File: src/rtl/io_tape_reader.sv
// rtl/io_tape_reader.sv - photo-reader tape input adapter: FIFO, 4-phase rdy/ack, inter-character gap
module io_tape_reader #(
    parameter int  DEPTH      = 16,
    parameter int  GAP_CYCLES = 4,
    parameter int  GAP_W      = 8,
    localparam int CNT_W      = $clog2(DEPTH) + 1
) (
    input  logic             clk,
    input  logic             resetn,
    input  logic             flush,
    input  logic             host_valid,
    output logic             host_ready,
    input  logic [4:0]       host_data,
    output logic             input_rdy_to_io,
    input  logic             input_ack_from_io,
    output logic [4:0]       input_data_to_io,
    output logic [CNT_W-1:0] fifo_count,
    output logic             fifo_empty,
    output logic             protocol_err
);

    localparam int PTR_W = $clog2(DEPTH);

    localparam logic [3:0] R_IDLE = 4'b0001;
    localparam logic [3:0] R_RDY  = 4'b0010;
    localparam logic [3:0] R_ACK  = 4'b0100;
    localparam logic [3:0] R_GAP  = 4'b1000;

    logic [3:0]       state_q, state_d;
    logic [CNT_W-1:0] count_q, count_d;
    logic [PTR_W-1:0] wr_ptr_q, wr_ptr_d;
    logic [PTR_W-1:0] rd_ptr_q, rd_ptr_d;
    logic [GAP_W-1:0] gap_q, gap_d;
    logic [4:0]       data_q, data_d;
    logic             err_q, err_d;
    logic             ack_d_q, ack_d_d;
    logic [4:0]       mem_q [DEPTH];
    logic [4:0]       mem_d [DEPTH];

    logic full;
    logic push;
    logic pop;

    // Ready comes from the registered count, so a pop while full only frees a slot next cycle.
    assign full       = (count_q == CNT_W'(DEPTH));
    assign host_ready = !full && !flush;
    assign push       = host_valid && host_ready;
    assign pop        = (state_q == R_RDY) && input_ack_from_io;

    assign input_rdy_to_io  = (state_q == R_RDY);
    assign input_data_to_io = data_q;
    assign fifo_count       = count_q;
    assign fifo_empty       = (count_q == '0);
    assign protocol_err     = err_q;

    always_comb begin
        mem_d = mem_q;
        if (push) begin
            mem_d[wr_ptr_q] = host_data;
        end
    end

    always_comb begin
        state_d  = state_q;
        count_d  = count_q;
        wr_ptr_d = wr_ptr_q;
        rd_ptr_d = rd_ptr_q;
        gap_d    = gap_q;
        data_d   = data_q;
        err_d    = err_q;
        ack_d_d  = input_ack_from_io;

        if (flush) begin
            state_d  = R_IDLE;
            count_d  = '0;
            wr_ptr_d = '0;
            rd_ptr_d = '0;
            gap_d    = '0;
            err_d    = 1'b0;
        end else begin
            if (push) begin
                wr_ptr_d = wr_ptr_q + PTR_W'(1);
            end
            if (pop) begin
                rd_ptr_d = rd_ptr_q + PTR_W'(1);
            end
            case ({push, pop})
                2'b10:   count_d = count_q + CNT_W'(1);
                2'b01:   count_d = count_q - CNT_W'(1);
                default: count_d = count_q;
            endcase

            // Only a rising ack outside R_RDY is a protocol fault; a held ack is not.
            if (input_ack_from_io && !ack_d_q && (state_q != R_RDY)) begin
                err_d = 1'b1;
            end

            case (state_q)
                R_IDLE: begin
                    if ((count_q != '0) && !input_ack_from_io) begin
                        state_d = R_RDY;
                        data_d  = mem_q[rd_ptr_q];
                    end
                end
                R_RDY: begin
                    if (input_ack_from_io) begin
                        state_d = R_ACK;
                    end
                end
                R_ACK: begin
                    if (!input_ack_from_io) begin
                        if (GAP_CYCLES == 0) begin
                            state_d = R_IDLE;
                        end else begin
                            state_d = R_GAP;
                            gap_d   = GAP_W'(GAP_CYCLES - 1);
                        end
                    end
                end
                R_GAP: begin
                    if (gap_q == '0) begin
                        state_d = R_IDLE;
                    end else begin
                        gap_d = gap_q - GAP_W'(1);
                    end
                end
                default: state_d = R_IDLE;
            endcase
        end
    end

    always_ff @(posedge clk or negedge resetn) begin
        if (!resetn) begin
            state_q  <= R_IDLE;
            count_q  <= '0;
            wr_ptr_q <= '0;
            rd_ptr_q <= '0;
            gap_q    <= '0;
            data_q   <= '0;
            err_q    <= 1'b0;
            ack_d_q  <= 1'b0;
        end else begin
            state_q  <= state_d;
            count_q  <= count_d;
            wr_ptr_q <= wr_ptr_d;
            rd_ptr_q <= rd_ptr_d;
            gap_q    <= gap_d;
            data_q   <= data_d;
            err_q    <= err_d;
            ack_d_q  <= ack_d_d;
        end
    end

    // Storage is never read before it is written, so it needs no reset.
    always_ff @(posedge clk) begin
        mem_q <= mem_d;
    end

endmodule

File: config.mk
export PLATFORM = sky130hd
export DESIGN_NAME = io_tape_reader
export DESIGN_NICKNAME = d
export VERILOG_FILES = /design/src/rtl/io_tape_reader.sv
export SDC_FILE = /design/constraint.sdc
export NUM_CORES = 1
export LEC_CHECK = 0
export BUFFER_PORTS_ARGS = -buffer_cell sky130_fd_sc_hd__buf_4
export CORE_MARGIN = 8
export CORE_UTILIZATION = 40
export CTS_BUF_LIST = sky130_fd_sc_hd__clkbuf_16
export CTS_CLUSTER_SIZE = 16
export DETAILED_ROUTE_END_ITERATION = 10
export PLACE_DENSITY = 0.58
export SYNTH_ARGS = -nofsm -noshare
export SYNTH_HDL_FRONTEND = slang
export SYNTH_SLANG_ARGS = --single-unit
export TNS_END_PERCENT = 10
File: constraint.sdc
create_clock -name clk -period 2.76 [get_ports clk]
set_clock_uncertainty 0.05 [all_clocks]
set_input_delay 0.828 -clock clk [delete_from_list [all_inputs] [get_ports clk]]
set_output_delay 0.828 -clock clk [all_outputs]
set_load 0.01 [all_outputs]
==> results.toml <==
[synthesis]
muxShareOfSynthArea_pct = 12.9
syn_inst = 317
synth_ff_type = "edfxtp_1"
synthSimpleGateAreaFrac_pct = 9.31
synth_top_cell_by_area = "edfxtp_1"
synth.top_cells.by_area = "edfxtp_1 49%, dfrtp_1 16%, mux4_2 11%"
async_flop_share_pct = 28.6
synth_top_family_by_area = "multiplexers"
synth_compound_area_share_pct = 6.48
yosysWarnings = 0
yosysSeqAreaShare_pct = 65.3
synth_xor_area_share_pct = 1.25
syn_area_um2 = 4900
synth_seq_cells = 112
avgSynthCellArea_um2 = 15.5
synthAdderAreaFrac_pct = 2.30
synth.top_cell.area_share_pct = 49.0
synth_edf_count = 80
syn-num-nets = 336
synth.distinct_cells = 58

[die]
io_pins = 24
start_util_pct = 40.8
core_um2 = 12000
die_area_um2 = 16100
die_height_um = 127
rows = 40
die_x_um = 127

[placed_design]
dp_hpwl_mm = 6.43
place_congestion = 0.771
portBuffers = 23
dpl_worst_slack_ns = -0.0652

[clocking]
clk_pin_slew_ns = 0.07
clkSinkCount = 112
numCtsBuffers = 9
clockBufferDepth = 2
cts-root-buf = "clkbuf_16"
cts_tree = "built"
hold_buffers = 0
h-tree-depth = 3
insertion_delay_ns = 0.35

[detailed_routing]
viasPerCell = 5.31
vias = 2793
drc = 0
totalWireLength_mm = 9.48
first_iter_violations = 131
wire_per_inst_um = 18.0
first_pass_iters = 4
drtAntennaViolNets = 0

[timing]
relSlewSlack_pct = 64.1
holdWs_ns = 0.354
worst_slack_ns = 0.0466
rsz0062_at_grt = "yes"
worstMarginPinSlew_ns = 0.538
min_period_ns = 2.71
fmax_mhz = 369
hold_violations = 0
drv_slew = 0
fin_crit_sh_pct = 98.3
finalSetupViolCount = 0

[finish]
synthToLayoutAreaGrowth_pct = 19.0
diodes = 0
final_nets = 393
final_common_cell = "edfxtp_1"
fill_cells = 1018
layout-drive-gt1-share_pct = 34.0
multiInputGateArea_um2 = 1640
mostFrequentLayoutCells = "80 x edfxtp_1, 60 x buf_4, 31 x nor2_1, 31 x dfrtp_1, 25 x mux4_2"
seq_area_um2 = 3200
utilization_pct = 48.6

[critical_path]
ff2ff_path_depth = 11
crit_fanout = 3
worst-setup-path-type = "flop to flop"
r2r-start = "state_q[3]$_DFFE_PN0P_"
path_cells = "or4b_4 > inv_4 > nand2_4 > nor2_4 > xor2_1 > ha_2 > or3_4 > a21oi_2 > nor3_2 > or4b_1 > o311ai_2"
worst_path_largest_cell_delay_ns = 0.57
r2r_setup_slack_ns = 0.05
cp_data_arrival_time_ns = 2.91
critPathRequiredTime_ns = 2.96
worstSetupStartpointType = "flop"
endpoint_kind = "flop"
r2r_end = "fifo_count[4]$_DFFE_PN0P_"
critPathSlowestCell = "or4b_4"

[power]
leakage_nw = 2.14
ir_drop_mv = 0.334
powerDensity_nw_per_um2 = 686

[job]
maxCapViolations = 0

[global_route]
grt_usage_pct = 12.6
grt_max_degree = 33
antenna_found_initial = 0
grt_pass1_vias = 2889
overflow = 0
grt_pass1_wl_mm = 15.4

[hold_path]
min_path_type = "primary input to asynchronous set/reset pin"

[run_status]
status = "finished clean"
## sequential cells by signal, summed over array words and instances (netlist names)
signal,flops
ack_d_q,1
fifo_count,5
gap_q,8
input_data_to_io,5
mem_q,80
protocol_err,1
rd_ptr_q,4
state_q,4
wr_ptr_q,4
## power breakdown
part	total, mW	switching, mW	leakage, nW	internal (mW)
logic	0.732	0.360	0.849	0.372
registers	1.95	0.0545	1.14	1.90
clock network	1.32	0.603	0.153	0.716
## layout make-up
cell class	instances	area share, %
multi-input cells	181	28.1
inverters	9	0.622
repair buffers	61	8.06
well taps	147	3.15
flip-flops and latches	112	54.9
clock buffers	9	3.86
clock inverters	7	1.33
## worst max-delay path by stage
stage                                 startpoint  slack, ns                         to  cells after the start
after CTS                 state_q[0]$_DFFE_PN1P_       0.04  fifo_count[4]$_DFFE_PN0P_                     11
final                     state_q[3]$_DFFE_PN0P_       0.05  fifo_count[4]$_DFFE_PN0P_                     11
after detailed placement                   flush      -0.07  fifo_count[4]$_DFFE_PN0P_                     11
after global routing      state_q[3]$_DFFE_PN0P_      -0.04  fifo_count[4]$_DFFE_PN0P_                     11
after floorplan                            flush      -0.23  fifo_count[4]$_DFFE_PN0P_                     12
after global placement                     flush      -0.05  fifo_count[4]$_DFFE_PN0P_                     11
## per-layer routing
layer | up-vias | global-route usage [%] | wire [um]
met5 | - | 0 | 0
met4 | 0 | 4.83 | 149
met3 | 11 | 2.81 | 284
met2 | 27 | 20.7 | 4660
met1 | 1410 | 15.9 | 4380
li1 | 1345 | - | -
## per-stage QoR
stage,cell area (um2),total power [mW],instances,setup TNS (ns)
2_1_floorplan,4950,2.41,317,-0.227
3_3_place_gp,5500,2.70,509,-0.0523
3_5_place_dp,5500,2.71,509,-0.0652
4_1_cts,5800,4.04,525,0
5_1_grt,5840,4.19,526,-0.0398
6_report,5840,4.00,526,0
## synth_stat cells (2+ instances only)
| master | instances |
|---|---|
| xor2_1 | 5 |
| nand3_1 | 2 |
| clkbuf_1 | 7 |
| nand4_1 | 2 |
| nor2b_1 | 2 |
| a211oi_1 | 2 |
| buf_6 | 2 |
| or4_1 | 2 |
| o41ai_1 | 2 |
| o21bai_1 | 2 |
| or4b_2 | 2 |
| nand2_1 | 15 |
| edfxtp_1 | 80 |
| mux2_2 | 6 |
| nand2b_1 | 5 |
| or3_1 | 2 |
| inv_1 | 8 |
| buf_1 | 2 |
| buf_2 | 2 |
| o21ai_0 | 11 |
| mux4_2 | 25 |
| nor2_1 | 33 |
| nor4_1 | 3 |
| and2_1 | 2 |
| a21oi_1 | 8 |
| xnor2_1 | 2 |
| ha_1 | 9 |
| nor3_1 | 9 |
| o31ai_1 | 4 |
| dfrtp_1 | 31 |
| a31oi_1 | 3 |
## kinds of logic after synthesis
group | after synthesis
AO/OA/AOI/OAI | 46
XOR/XNOR | 7
adder cells (fa/ha/maj) | 9
buffers and inverters | 24
flip-flops | 112
multiplexers | 31
AND/OR/NAND/NOR | 88
## timing repair
| item | CTS | global route |
|---|---|---|
| hold endpoints to repair | 0 | 0 |
| pin swaps | 0 | 6 |
| buffers inserted | 0 | 1 |
| cloned | 0 | 0 |
| setup endpoints to repair | 1 | 1 |
| resized for setup | 1 | 6 |
## worst max-delay path: cells and delay by family, from the launching register on
family | cells | cell delay (ns)
AOI/OAI and AO/OA | 2 | 0.24
buffers and inverters | 1 | 0.08
adders and majority gates | 1 | 0.17
xor gates and xnor gates | 1 | 0.08
DFF | 1 | 0.38
and+or+nand+nor | 6 | 1.60
No activity file was read; power rests on OpenSTA's default activity.
